**src/rtl/io_uart_tx_pkg.sv**
```systemverilog
// Shared definitions for the IO-mapped UART transmitter: FSM state encoding
// and the default bit timing (115200 baud from a 100 MHz clock).
package io_uart_tx_pkg;

  localparam int DEFAULT_CLKS_PER_BIT = 868;
  localparam int DEFAULT_FIFO_DEPTH   = 4;

  typedef enum logic [1:0] {
    ST_IDLE  = 2'd0,
    ST_START = 2'd1,
    ST_DATA  = 2'd2,
    ST_STOP  = 2'd3
  } uart_state_t;

endpackage

```
**src/rtl/io_byte_fifo.sv**
```systemverilog
// Byte FIFO with combinational head read; push and pop may coincide even when
// full because the head is consumed before the shared slot is overwritten.
module io_byte_fifo #(
  parameter int DEPTH = 4
) (
  input  logic                   clk,
  input  logic                   reset,
  input  logic                   push,
  input  logic                   pop,
  input  logic [7:0]             wdata,
  output logic [7:0]             rdata,
  output logic [$clog2(DEPTH):0] count
);

  localparam int AW = $clog2(DEPTH);

  logic [7:0]    mem [DEPTH];
  logic [AW-1:0] wptr;
  logic [AW-1:0] rptr;

  assign rdata = mem[rptr];

  // Pointers wrap naturally since DEPTH is a power of two.
  always_ff @(posedge clk or posedge reset) begin
    if (reset) begin
      wptr  <= '0;
      rptr  <= '0;
      count <= '0;
    end else begin
      if (push) wptr <= wptr + 1'b1;
      if (pop)  rptr <= rptr + 1'b1;
      case ({push, pop})
        2'b10:   count <= count + 1'b1;
        2'b01:   count <= count - 1'b1;
        default: count <= count;
      endcase
    end
  end

  always_ff @(posedge clk) begin
    if (push) mem[wptr] <= wdata;
  end

endmodule

```
**src/rtl/io_uart_tx.sv**
```systemverilog
// Memory-mapped UART transmitter (8N1): processor stores land in a byte FIFO
// and are serialised LSB first, back-to-back while bytes remain queued.
module io_uart_tx
  import io_uart_tx_pkg::*;
#(
  parameter int CLKS_PER_BIT = DEFAULT_CLKS_PER_BIT,
  parameter int FIFO_DEPTH   = DEFAULT_FIFO_DEPTH
) (
  input  logic                        clk,
  input  logic                        reset,
  input  logic [7:0]                  io_data,
  input  logic                        io_write,
  output logic                        io_ready,
  output logic                        tx,
  output logic                        busy,
  output logic [$clog2(FIFO_DEPTH):0] fifo_count,
  output logic                        overflow
);

  localparam int CW = $clog2(FIFO_DEPTH) + 1;
  localparam int BW = $clog2(CLKS_PER_BIT);
  localparam logic [CW-1:0] FULL_CNT  = CW'(FIFO_DEPTH);
  localparam logic [BW-1:0] BAUD_LAST = BW'(CLKS_PER_BIT - 1);

  uart_state_t   state;
  logic [BW-1:0] baud;
  logic [2:0]    bit_idx;
  logic [7:0]    shreg;
  logic [7:0]    head;
  logic          pending;
  logic          bit_end;
  logic          pop;
  logic          push;

  assign bit_end  = (baud == BAUD_LAST);
  assign io_ready = (fifo_count < FULL_CNT);

  // Leaving IDLE waits on the registered FIFO level; the end of a stop bit
  // chains straight into the next start bit off the live count.
  assign pop  = (fifo_count != '0) &&
                ((state == ST_IDLE && pending) || (state == ST_STOP && bit_end));
  assign push = io_write && (io_ready || pop);

  io_byte_fifo #(
    .DEPTH (FIFO_DEPTH)
  ) u_fifo (
    .clk   (clk),
    .reset (reset),
    .push  (push),
    .pop   (pop),
    .wdata (io_data),
    .rdata (head),
    .count (fifo_count)
  );

  always_ff @(posedge clk or posedge reset) begin
    if (reset) overflow <= 1'b0;
    else if (io_write && !push) overflow <= 1'b1;
  end

  always_ff @(posedge clk or posedge reset) begin
    if (reset) begin
      state   <= ST_IDLE;
      baud    <= '0;
      bit_idx <= '0;
      tx      <= 1'b1;
      busy    <= 1'b0;
      pending <= 1'b0;
    end else begin
      pending <= (fifo_count != '0);
      case (state)
        ST_IDLE: begin
          baud <= '0;
          if (pop) begin
            state <= ST_START;
            tx    <= 1'b0;
            busy  <= 1'b1;
          end
        end
        ST_START: begin
          if (bit_end) begin
            state   <= ST_DATA;
            baud    <= '0;
            bit_idx <= '0;
            tx      <= shreg[0];
          end else begin
            baud <= baud + 1'b1;
          end
        end
        ST_DATA: begin
          if (bit_end) begin
            baud    <= '0;
            bit_idx <= bit_idx + 1'b1;
            if (bit_idx == 3'd7) begin
              state <= ST_STOP;
              tx    <= 1'b1;
            end else begin
              tx <= shreg[0];
            end
          end else begin
            baud <= baud + 1'b1;
          end
        end
        ST_STOP: begin
          if (bit_end) begin
            baud <= '0;
            if (pop) begin
              state <= ST_START;
              tx    <= 1'b0;
            end else begin
              state <= ST_IDLE;
              busy  <= 1'b0;
            end
          end else begin
            baud <= baud + 1'b1;
          end
        end
        default: begin
          state <= ST_IDLE;
          baud  <= '0;
          tx    <= 1'b1;
          busy  <= 1'b0;
        end
      endcase
    end
  end

  // Shift register keeps the next data bit in position 0.
  always_ff @(posedge clk) begin
    if (pop) shreg <= head;
    else if (bit_end && (state == ST_START || state == ST_DATA)) shreg <= {1'b0, shreg[7:1]};
  end

endmodule

```
**config.mk**
```make
export PLATFORM = sky130hd
export DESIGN_NAME = io_uart_tx
export DESIGN_NICKNAME = d
export VERILOG_FILES = /design/src/rtl/io_uart_tx_pkg.sv /design/src/rtl/io_byte_fifo.sv /design/src/rtl/io_uart_tx.sv
export SDC_FILE = /design/constraint.sdc
export NUM_CORES = 1
export LEC_CHECK = 0
export CORE_ASPECT_RATIO = 0.6
export CORE_UTILIZATION = 40
export CTS_CLUSTER_SIZE = 14
export DETAILED_ROUTE_END_ITERATION = 12
export HOLD_SLACK_MARGIN = 0.05
export SETUP_SLACK_MARGIN = 0.3
export SLEW_MARGIN = 20
export SYNTH_ARGS = -nofsm -noshare
export SYNTH_HDL_FRONTEND = slang
export SYNTH_SLANG_ARGS = --single-unit
```
**constraint.sdc**
```tcl
create_clock -name clk -period 2.55 [get_ports clk]
set_input_delay 0.51 -clock clk [delete_from_list [all_inputs] [get_ports clk]]
set_output_delay 0.51 -clock clk [all_outputs]
set_load 0.03 [all_outputs]
```
Yosys cells after proc, flatten, opt, wreduce, memory -nomap -nowiden
Memory sizes are Yosys's and may differ from the RTL's.
Index checks and enable logic that the tools add are counted.

word-level totals
  output and inout port bits = 7
  memories kept = 1
  bits of input ports = 11
  bits in registers = 34
  logic and storage cells = 80
  bits in writable memories = 32

memory list
  name        depth  width  read ports  clocked after memory_dff  write ports  RTL line            RTL
  u_fifo.mem  4      8      1           0                         1            io_byte_fifo.sv:17  logic [7:0] mem [DEPTH];

operators by class
  equal/unequal tests = 13
  $lt $le $gt $ge = 1
  mux-type cells = 27
  reductions and logical operators = 21
  add/subtract/negate cells = 6

operators by type and width
  kind                                                                   number
  10-bit case mux with 2 select lines                                    1
  8-bit 2-to-1 mux                                                       2
  2-bit inequality test, second input constant                           6
  3-bit case mux with 2 select lines                                     2
  1-bit 2-to-1 mux                                                       11
  10-bit by 1-bit adder with 10-bit output, second input constant        1
  10-bit equality test, second input constant                            1
  10-bit 2-to-1 mux                                                      1
  2-bit 2-to-1 mux                                                       5
  2-bit case mux with 4 select lines                                     1
  2-bit nonzero test                                                     4
  3-bit by 1-bit adder with 3-bit output, second input constant          2
  2-bit equality test, second input constant                             3
  1-bit logical AND                                                      6
  3-bit 2-to-1 mux                                                       2
  3-bit AND reduction                                                    2
  5-bit AND reduction                                                    1
  2-bit by 1-bit adder with 2-bit output, second input constant          2
  2-bit by 1-bit equality test with 1-bit output, second input constant  2
  1-bit case mux with 4 select lines                                     1
  4-bit AND reduction                                                    1
  3-bit equality test, second input constant                             1
  1-bit logical OR                                                       3
  3-bit < comparator, second input constant                              1
  other kinds (6)                                                        6

Depth between registers and ports, before layout
  depth after elaboration = 8
  mapped depth = 12
  mapped depth without buffers = 12

By module
Synthesis repeated with hierarchy kept, for this count alone.

second synthesis, totals
  cells, all modules = 209
  area, all modules = 3051.7 um^2

modules (own cells, without submodules)
  module        seq. area each (um^2)  area each (um^2)  times used  cells an instance
  io_byte_fifo  1136.1                 1535.2            1           74
  io_uart_tx    716.9                  1516.5            1           135

Least setup slack after synthesis
OpenSTA, ideal clock, no wires.

  kind = register to register
  from = reg baud[0]
  to = reg u_fifo.count[2]
  slack = 133 ps
  setup time = 132 ps
  required time = 2418 ps
  data arrival time = 2285 ps
  stages on the path, launching flop included = 12
  period minus slack after synthesis = 2417 ps
  path buffers = 0
  cells stage by stage = dfrtp_1 ha_1 and4bb_1 and4_1 a31o_2 inv_1 ha_1 inv_1 fa_1 xor2_1 nor2_1 xnor2_1

on the way
  word-level cells in the longest chain between the ends = 8
  elaborated cells on any way between the ends = 10
  classes of those cells = 3 x eq/ne; 1 x mux; 6 x reduce/logical

ends and longest elaborated chain
  element                                                                                       RTL line            RTL
  start: declaration                                                                            io_uart_tx.sv:26    logic [BW-1:0] baud;
  start signal: assignment                                                                      io_uart_tx.sv:87    baud <= baud + 1'b1;
  start signal: assignment                                                                      io_uart_tx.sv:101   baud <= baud + 1'b1;
  start signal: assignment                                                                      io_uart_tx.sv:115   baud <= baud + 1'b1;
  10-bit equality test (*)                                                                      io_uart_tx.sv:35    assign bit_end = (baud == BAUD_LAST);
  1-bit logical AND (*)                                                                         io_uart_tx.sv:41    ((state == ST_IDLE && pending) || (state == ST_STOP && bit_end));
  1-bit logical OR (*)                                                                          io_uart_tx.sv:41
  1-bit logical AND (*)                                                                         io_uart_tx.sv:40    assign pop = (fifo_count != '0) &&
  1-bit logical OR                                                                              io_uart_tx.sv:42    assign push = io_write && (io_ready || pop);
  1-bit logical AND                                                                             io_uart_tx.sv:42
  2-bit by 1-bit equality test with 1-bit output / 2-bit equality test (equally long branches)  io_byte_fifo.sv:32  case ({push, pop})
  3-bit case mux with 2 select lines / 2-bit nonzero test (equally long branches)               --
  end signal: assignment                                                                        io_byte_fifo.sv:33  2'b10: count <= count + 1'b1;
  end signal: assignment                                                                        io_byte_fifo.sv:34  2'b01: count <= count - 1'b1;
  end signal: assignment                                                                        io_byte_fifo.sv:35  default: count <= count;
  end: declaration                                                                              io_byte_fifo.sv:12  output logic [$clog2(DEPTH):0] count

Every way passes the cells marked *; elsewhere a longest branch is shown, timed or not.
A chain may end at the register's enable or synchronous reset.

Final worst setup path
Ends and elaborated chain as after synthesis.

==> impl_results.md <==
* Outcome: completed
* Main synth FF type: edfxtp_1
* Die area at 0.00786 mm^2
* First-pass GRT wire length at 8.99 mm
* Warnings from Yosys at 0
* Layout area overhead at 22.3%
* Top-Level Pins at 18
* DRT Pass-1 Iters at 4
* RSZ-0062 raised after global routing: true
* Fin area at 0.00367 mm^2
* Internal Power at 2930 uW
* #FFs+latches synth at 66
* Iteration-0 DRC Markers at 71
* EDFF count, synth at 40
* Static leakage power at 0.00142 uW
* Via count at 1698
* Setup WS post-layout at 304 ps
* Max_slew headroom at 59.1%
* Initial antenna violation count at 0
* Top cells by area, synth: edfxtp_1 (40%), dfrtp_1 (21%), mux4_2 (6.0%)
* Clk network pwr share at 26.8%
* Die width at 114 um
* Commonest cells after routing, fill and taps aside: edfxtp_1 (40), dfrtp_1 (25), nor2_1 (18)
* Inst Count DP at 328
* Hold crit path type: reg -> reg
* Maximum buffer depth of the clock tree at 2
* Data required, critical path at 2800 ps
* Worst-Margin Slew at 614 ps
* Mapped Nets at 233
* Ys async rst share at 39.4%
* Fin crit share at 88.1%
* DRC Markers at 0
* Hold Violations, Final at 0
* RD Place Congestion at 0.773
* PD cells at 1180 mW/mm^2
* Unique masters post-synth at 42
* Sequential power share at 39.5%
* Switching Fraction at 32.1%
* Synthesized cell area at 0.00300 mm^2
* Max Slew Vio Count at 0
* Starting Density at 41.3%
* Clock Skew at 5.68 ps
* Setup tns final at 0 ps
* Post-route ant nets at 0
* Rows at 24
* Mapped Cells at 208
* Setup slack at placement at 51.1 ps
* Worst vdd ir at 0.591 mV
* Sink Count at 66
* Final wirelength at 5.33 mm
* CP Max Fanout at 2
* Reg clk slew, reported paths at 50 ps
* WP data arrival at 2500 ps
* Startpoint types: flop
* Area leader, netlist: edfxtp_1
* Tmin final at 2250 ps
* Worst Setup Path Type: reg -> reg
* Layout net count at 267
* Max-Cap Viols at 0
* Placed Area at 0.00332 mm^2
* Layout fillers at 668
* Share of post-route cells with drive strength above 1 at 21.9%
* GR Overflow Total at 0
* Commonest non-fill, non-tap cell in the layout: edfxtp_1
* H-tree levels at 3
* Core area at 0.00727 mm^2
* Combinational Power Share at 33.7%
* Finished Layout Cells at 351
* Post-synth top area share at 40.1%
* WL/cell at 15.2 um
* Largest net degree at the start of global routing at 27
* Overall routing resource usage at 15.9%
* CTS tree: built
* # diodes at 0
* PortBufs at 17
* Clock Latency Late Sink at 330 ps
* Vias per cell at 4.84
* Root buf cell: clkbuf_16
* Height of the die at 69.1 um
* Worst setup EP type: flop
* Synth Area per Inst at 14.4 um^2
* Final setup vio count at 0
* Sequential share of the synthesized area at 61.8%
* Max Fclk at 0.445 GHz
* Vias in the first global route at 1775
* Total CTS buffers at 9
* Net Sw Power at 1390 uW
* Post-DP HPWL at 3.66 mm
* Total power at 4310 uW
## sequential cells by signal, indices dropped and copies added (netlist names)
signal / cells
u_fifo.mem: 32
baud: 10
shreg: 8
bit_idx: 3
u_fifo.count: 3
state: 2
u_fifo.rptr: 2
u_fifo.wptr: 2
busy: 1
overflow: 1
pending: 1
tx: 1
## layer usage
| layer | vias to the layer above | track usage [%] | routed length, um | part of all wire, % |
|---|---|---|---|---|
| li1 | 821 | - | - | - |
| met1 | 835 | 22.9 | 2790 | 52 |
| met2 | 34 | 21.6 | 2160 | 40 |
| met3 | 8 | 6.68 | 321 | 6.0 |
| met4 | 0 | 4.82 | 67 | 1.3 |
| met5 | - | 0 | 0 | 0 |
## path summary, 6_finish.rpt
check	endpoint	depth (start not counted)	from	slack (ps)
setup / recovery	u_fifo.count[2]	11	baud[0]	300
hold / removal	overflow	1	overflow	470
setup reg to reg	u_fifo.count[2]	11	baud[0]	300
hold reg to reg	overflow	1	overflow	470
max in group asynchronous	tx	3	reset	1710
min in group asynchronous	u_fifo.count[0]	3	reset	530
## power groups by stage
stage | registers [uW] | logic (uW) | clock network, uW
after floorplan | 1650 | 1090 | 0
after global placement | 1720 | 1370 | 0
after detailed placement | 1730 | 1380 | 0
after CTS | 1710 | 1460 | 1180
after global routing | 1740 | 1630 | 1230
final | 1700 | 1450 | 1160
## per-stage QoR
| stage | utilization (%) | hold slack (ps) |
|---|---|---|
| 2_1_floorplan | - | 456 |
| 3_3_place_gp | 45.6 | 469 |
| 3_5_place_dp | 45.6 | 467 |
| 4_1_cts | 50.3 | 478 |
| 5_1_grt | 50.5 | 510 |
| 6_report | 50.5 | 472 |
## critical path: stages, from the launching register on
cell and delay [ps]:
dfrtp_1 400, ha_4 170, and4bb_1 200, and4_4 190, a31o_4 240, inv_2 70, ha_4 130, inv_1 50
fa_2 320, xor2_1 140, nor2_1 120, xnor2_1 120
## cells in the mapped netlist (2+ instances only)
cell type,number
o31ai_1,2
mux2_4,3
nand2_1,11
dfrtp_1,25
inv_1,14
nand3_1,5
o21ai_0,8
a31oi_1,3
nor2_1,18
mux2_2,4
xnor2_1,9
xor2_1,5
edfxtp_1,40
buf_6,2
and2_1,5
a22o_1,5
a21oi_1,3
nand2b_1,3
mux4_2,8
ha_1,13
## timing repair
| action | 4_1_cts | 5_1_grt |
|---|---|---|
| hold buffers | 0 | 0 |
| setup buffers | 6 | 1 |
| endpoints found under the setup margin | 2 | 26 |
| gates resized for setup | 5 | 3 |
| pin swaps | 3 | 4 |
## area by class of cell
cell class	instances	area, um^2	share of cell area [%]
inverter	15	56.3	1.54
multi-input combinational	122	1100	29.9
clock buffer	12	236	6.45
tap	104	130	3.55
sequential	66	1850	50.5
clock inverter	4	42.5	1.16
timing repair buffer	28	253	6.89
## cells by family after synthesis
logic type               share of synthesized area, %
AO/OA/AOI/OAI                                    6.26
flip-flops                                       61.8
adder cells (fa/ha/maj)                          6.09
multiplexers                                     9.35
AND/OR/NAND/NOR                                  9.22
buffers and inverters                            3.17
XOR/XNOR                                         4.09
Power figures use the tool's default switching activity.
